[src/rtl/servo_pwm_multi.sv]
// rtl/servo_pwm_multi.sv - multi-channel servo PWM with clamped, frame-synchronous pulse widths
// Optional feature macro: SERVO_SLEW_EN (limit per-frame change of each active width to SLEW_STEP)
module servo_pwm_multi #(
   parameter int            NCH       = 4,
   parameter int            CW        = 16,
   parameter int            DIV       = 6,
   parameter logic [CW-1:0] PERIOD    = 16'hFFFF,
   parameter logic [CW-1:0] PW_MIN    = 16'h0510,
   parameter logic [CW-1:0] PW_MAX    = 16'h1A24,
   parameter logic [CW-1:0] SLEW_STEP = 16'h0010,
   parameter int            CHW       = (NCH > 1) ? $clog2(NCH) : 1
) (
   input  logic           clk,
   input  logic           reset,
   input  logic           wr_en,
   input  logic [CHW-1:0] wr_ch,
   input  logic [CW-1:0]  wr_pw,
   output logic [NCH-1:0] pwm,
   output logic           frame_pulse,
   output logic           tick
);

   localparam int PSW = (DIV > 0) ? $clog2(DIV + 1) : 1;
   localparam logic [PSW-1:0] DIV_TC = PSW'(DIV);

`ifdef SERVO_SLEW_EN
   localparam bit SLEW_EN = 1'b1;
`else
   localparam bit SLEW_EN = 1'b0;
`endif

   // Without slew limiting the step is the full value range, so act always lands on target.
   localparam logic [CW-1:0] STEP = SLEW_EN ? SLEW_STEP : {CW{1'b1}};

   logic [PSW-1:0] presc;
   logic [CW-1:0]  fcnt;
   logic [CW-1:0]  target [NCH];
   logic [CW-1:0]  act    [NCH];
   logic           wrap;

   assign wrap = tick && (fcnt == PERIOD);

   function automatic logic [CW-1:0] clamp(input logic [CW-1:0] x);
      logic [CW-1:0] r;
      if (x == '0)
         r = '0;
      else if (x < PW_MIN)
         r = PW_MIN;
      else if (x > PW_MAX)
         r = PW_MAX;
      else
         r = x;
      return r;
   endfunction

   // Off->on and on->off transitions are immediate; otherwise move by at most STEP.
   function automatic logic [CW-1:0] next_act(input logic [CW-1:0] a, input logic [CW-1:0] t);
      logic [CW-1:0] r;
      if (t == '0 || a == '0)
         r = t;
      else if (t > a)
         r = ((t - a) <= STEP) ? t : a + STEP;
      else
         r = ((a - t) <= STEP) ? t : a - STEP;
      return r;
   endfunction

   always_ff @(posedge clk) begin
      if (reset) begin
         presc       <= '0;
         tick        <= 1'b0;
         fcnt        <= '0;
         frame_pulse <= 1'b0;
         pwm         <= '0;
         for (int i = 0; i < NCH; i++) begin
            target[i] <= '0;
            act[i]    <= '0;
         end
      end else begin
         presc       <= (presc == DIV_TC) ? '0 : presc + 1'b1;
         tick        <= (presc == DIV_TC);
         frame_pulse <= wrap;
         if (tick)
            fcnt <= (fcnt == PERIOD) ? '0 : fcnt + 1'b1;
         for (int i = 0; i < NCH; i++) begin
            pwm[i] <= (fcnt < act[i]);
            if (wrap)
               act[i] <= next_act(act[i], target[i]);
            if (wr_en && (wr_ch == CHW'(i)))
               target[i] <= clamp(wr_pw);
         end
      end
   end

endmodule

[config.mk]
export PLATFORM = sky130hd
export DESIGN_NAME = servo_pwm_multi
export DESIGN_NICKNAME = d
export VERILOG_FILES = /design/src/rtl/servo_pwm_multi.sv
export SDC_FILE = /design/constraint.sdc
export NUM_CORES = 1
export LEC_CHECK = 0
export BUFFER_PORTS_ARGS = -buffer_cell sky130_fd_sc_hd__clkbuf_2
export CAP_MARGIN = 20
export CORE_MARGIN = 1
export CORE_UTILIZATION = 40
export CTS_CLUSTER_SIZE = 30
export DETAILED_ROUTE_END_ITERATION = 8
export SYNTH_ARGS = -nofsm -noshare
export SYNTH_HDL_FRONTEND = slang
export SYNTH_SLANG_ARGS = --single-unit
[constraint.sdc]
create_clock -name clk -period 2.3 [get_ports clk]
set_input_delay 0.23 -clock clk [delete_from_list [all_inputs] [get_ports clk]]
set_output_delay 0.23 -clock clk [all_outputs]
set_load 0.01 [all_outputs]
---- Word-level counts from Yosys, hierarchy flattened ----
Memories as Yosys holds them, arrays and structs flattened.
Cells that the tools add are included.
storage, ports and cells
  flip-flop bits (word level) ............. 25
  bits in writable memories ............... 128
  input bits .............................. 21
  output and inout bits ................... 6
  word-level logic and storage cells ...... 137
  memories kept ........................... 2
operators by class
  add/subtract/negate cells ............... 18
  $lt $le $gt $ge ......................... 18
  equal/unequal tests ..................... 5
  mux-type cells .......................... 61
  bitwise logic cells ..................... 8
  reductions and logical operators ........ 20
memory list
  memory  words  width  read ports  clocked after Yosys merged registers in  write ports  line  text
  act     4      16     4           0                                        4            38    logic [CW-1:0] act [NCH];
  target  4      16     4           0                                        4            37    logic [CW-1:0] target [NCH];
operators with widths
  cell                      count
  $mux W16                  44
  $logic_not A16 Y1         9
  $le A16 B16 Y1 const B    8
  $sub A16 B16 Y16          8
  $add A16 B16 Y16 const B  4
  $gt A16 B16 Y1            4
  $lt A16 B16 Y1            4
  $sub A16 B16 Y16 const B  4
  $mux W1                   17
  $add A16 B1 Y16 const B   1
  $eq A16 B16 Y1 const B    1
  $gt A16 B13 Y1 const B    1
  $lt A16 B11 Y1 const B    1
  $or A1 B1 Y1              8
  $logic_and A1 B1 Y1       5
  $eq A2 B2 Y1 const B      2
  $logic_or A1 B1 Y1        4
  $add A3 B1 Y3 const B     1
  $eq A3 B3 Y1 const B      1
  $eq A2 B1 Y1 const B      1
  $logic_not A2 Y1          1
  $reduce_or A2 Y1          1

---- Logic depth before layout (Yosys ltp) ----
  depth in word-level cells ............... 8
  mapped depth ............................ 8
  mapped depth without buffers ............ 6

---- Worst setup path before layout ----
Ideal clock, no wire load.
  kind .................................... register to register
  from .................................... reg fcnt[1]
  to ...................................... mem act[0][0], enable pin
  library setup time ...................... 0.396 ns
  data arrival time ....................... 1.998 ns
  slack ................................... -0.094 ns
  stages on the path, launching flop included .. 6
  path buffers ............................ 2
  path through ............................ dfxtp_1 > ha_1 > and3_1 > buf_2 > a41o_1 > buf_2
RTL lines
  what                      line  text
  start: declaration        36    logic [CW-1:0] fcnt;
  start signal: assignment  84    fcnt <= (fcnt == PERIOD) ? '0 : fcnt + 1'b1;
  end: declaration          38

==> impl_metrics.json <==
{
  "synth-seq-cells": 153,
  "route.detailed.drc": 2,
  "max_stage_delay_ps": 460,
  "area_delta_synth_final_pct": 14.4,
  "outcome": "finished, violations left",
  "skew_ps": 7.54,
  "htree_levels": 4,
  "grt.busiest_layer": "met2",
  "die_y_um": 138,
  "drt_iter0_markers": 378,
  "track_usage_pct": 16.8,
  "stdcell_count": 916,
  "grtUsageMet1_pct": 21.7,
  "chipWidth_um": 138,
  "cts_hold_buf": 0,
  "grt_pass1_vias": 4745,
  "synth_area_per_cell_um2": 12.0,
  "wl_per_cell_um": 16.5,
  "final.min_clock_period_ps": 2050,
  "cap_violations": 0,
  "n_antenna_cell": 0,
  "overflow": 0,
  "yosys_warnings": 0,
  "fmax_mhz": 488,
  "via_per_inst": 5.13,
  "slew_headroom_pct": 56.2,
  "pin_count": 27,
  "cts.clk_slew.worst_paths_ps": 60,
  "cts_tree": "done",
  "cp.required_ps": 2580,
  "finalMaxSlewViolations": 0,
  "syn_inst": 619,
  "gp_congestion": 0.835,
  "dieArea_um2": 19100,
  "dp.cells": 885,
  "drt-total-wl_um": 15100,
  "setup_ws_ps": 250,
  "startpoint_type": "flop",
  "portBuffers": 26,
  "power.leakage_nw": 3.48,
  "hp-class": "in -> reg",
  "pre_cts_slack_ps": 304,
  "cp.arrival_ps": 2330,
  "use_met3_pct": 3.39,
  "antenna_found_initial": 0,
  "fin_nets": 759,
  "ys_seq_area_share_pct": 58.6,
  "vias": 4703,
  "layout-drive-gt1-share_pct": 12.1,
  "cts_made_buffers": 17,
  "rsz0062_at_grt": "false",
  "critPathMaxFanout": 64,
  "synth_area_um2": 7420,
  "synthDistinctLibCells": 46,
  "async_flop_share_pct": 0,
  "synthFlopType": "edfxtp_1",
  "ir_drop_mv": 0.547,
  "critPathKind": "reg -> reg",
  "insertion_delay_ps": 420,
  "crit_chain": "ha_1 > and3_1 > nand3_1 > nor4_4 > buf_12 > and2_1",
  "setup_viol": 0,
  "hpwl_um": 10500,
  "rows": 49,
  "drt_pass1_iterations": 7,
  "power_density_nw_per_um2": 715,
  "synth_edf_count": 128,
  "clock-sinks": 153,
  "tns_ps": 0,
  "violations": "design-rule violations",
  "postCtsSetupRepairBufs": 0,
  "grt_max_degree": 65,
  "hold_viol_final": 0,
  "grt_pass1_wl_um": 24700,
  "cts_root_buf": "clkbuf_16",
  "cp-end-kind": "flop",
  "initial_core_util_pct": 41.0,
  "drtAntennaViolNets": 0,
  "grtUsageMet2_pct": 27.4,
  "max_slew.worst_pin.slew_ps": 651,
  "coreArea_um2": 18100,
  "clockBufferDepth": 2,
  "fin_crit_sh_pct": 89.1,
  "slowest_stage": "dfxtp_1",
  "cts_resized": 0,
  "fill_cells": 1633
}
[worst paths after layout]
kind                 start          end  slack [ps]  cells past startpoint
setup / recovery   fcnt[0]    act[3][7]         250                      6
hold / removal       reset  frame_pulse         230                      2
setup reg to reg   fcnt[0]    act[3][7]         250                      6
hold reg to reg   presc[0]     presc[0]         460                      1
[area by class of cell]
type | count | area (um^2) | area share (%)
Timing Repair Buffer | 47 | 313 | 3.69
Tap cell | 229 | 287 | 3.38
Sequential cell | 153 | 4340 | 51.2
Multi-Input combinational cell | 389 | 2740 | 32.3
Clock buffer | 18 | 429 | 5.06
Clock inverter | 13 | 120 | 1.42
Inverter | 67 | 251 | 2.96
[cells in the mapped netlist, drive strengths merged (5+ instances only)]
cell	number	area (um^2)
inv	67	251
nand2	15	56.3
dfxtp	25	500
o21a	8	60.1
ha	63	788
clkbuf	6	22.5
a211o	8	70.1
nand3	7	35.0
nor2	50	188
nor3	29	155
o21ai	9	45.0
a21oi	13	65.1
edfxtp	128	3840
a211oi	8	60.1
xnor2	9	78.8
and2	65	407
buf	15	109
o31ai	6	45.0
nor4	26	169
xor2	5	43.8
nand2b	7	43.8
nand4	13	87.6
[worst max-delay path, delay by kind of cell (launching register included)]
family	cells	cell delay [ps]
adder cells (fa/ha/maj)	1	250
flip-flops	1	460
AND/OR/NAND/NOR	4	900
buffers and inverters	1	270
[placed cells by master (no fill, tap or decap), types with 9 or more instances in the layout]
cell type	count
clkbuf_16	17
dfxtp_1	25
nor3_1	27
nand2_1	15
and2_1	65
clkbuf_2	26
inv_1	67
buf_4	19
nor2_1	50
ha_1	63
conb_1	12
nor4_1	25
nand4_1	12
a21oi_1	13
edfxtp_1	128
xnor2_1	9
[stage by stage]
step | instance area, um^2 | hold WS, ps | total power, W | util, %
global placement | 7940 | 424 | 0.00349 | 43.9
finish | 8480 | 226 | 0.00607 | 46.9
floorplan | 7460 | 417 | 0.00338 | -
global route | 8480 | 247 | 0.00625 | 46.9
CTS | 8480 | 217 | 0.00610 | 46.9
detailed placement | 7940 | 458 | 0.00351 | 43.9
[sequential cells by signal, summed over array words and instances (netlist names)]
name and count:
presc 3, act 64, tick 1, target 64, frame_pulse 1, fcnt 16, pwm 4
[kinds of logic after synthesis]
family | after synthesis | synth area share, %
simple gates | 223 | 16.5
fa+ha+maj | 64 | 10.8
buf+inv | 88 | 5.16
compound gates | 76 | 7.27
flops | 153 | 58.6
xor+xnor | 14 | 1.65
other cells | 1 | 0.0506
[per-layer routing]
metal	vias to the layer above	share of wire, %
li1	2345	-
met1	2209	47
met2	125	47
met3	24	4.1
met4	0	2.6
met5	-	0
[report_power, final]
| group | total (W) | switching, W | internal, W |
|---|---|---|---|
| Sequential | 0.00318 | 0.0000387 | 0.00314 |
| Combinational | 0.000267 | 0.000182 | 0.0000844 |
| Clock | 0.00262 | 0.00113 | 0.00149 |
| Total | 0.00607 | 0.00135 | 0.00472 |
Note: power is estimated with default switching activity, not from simulation.
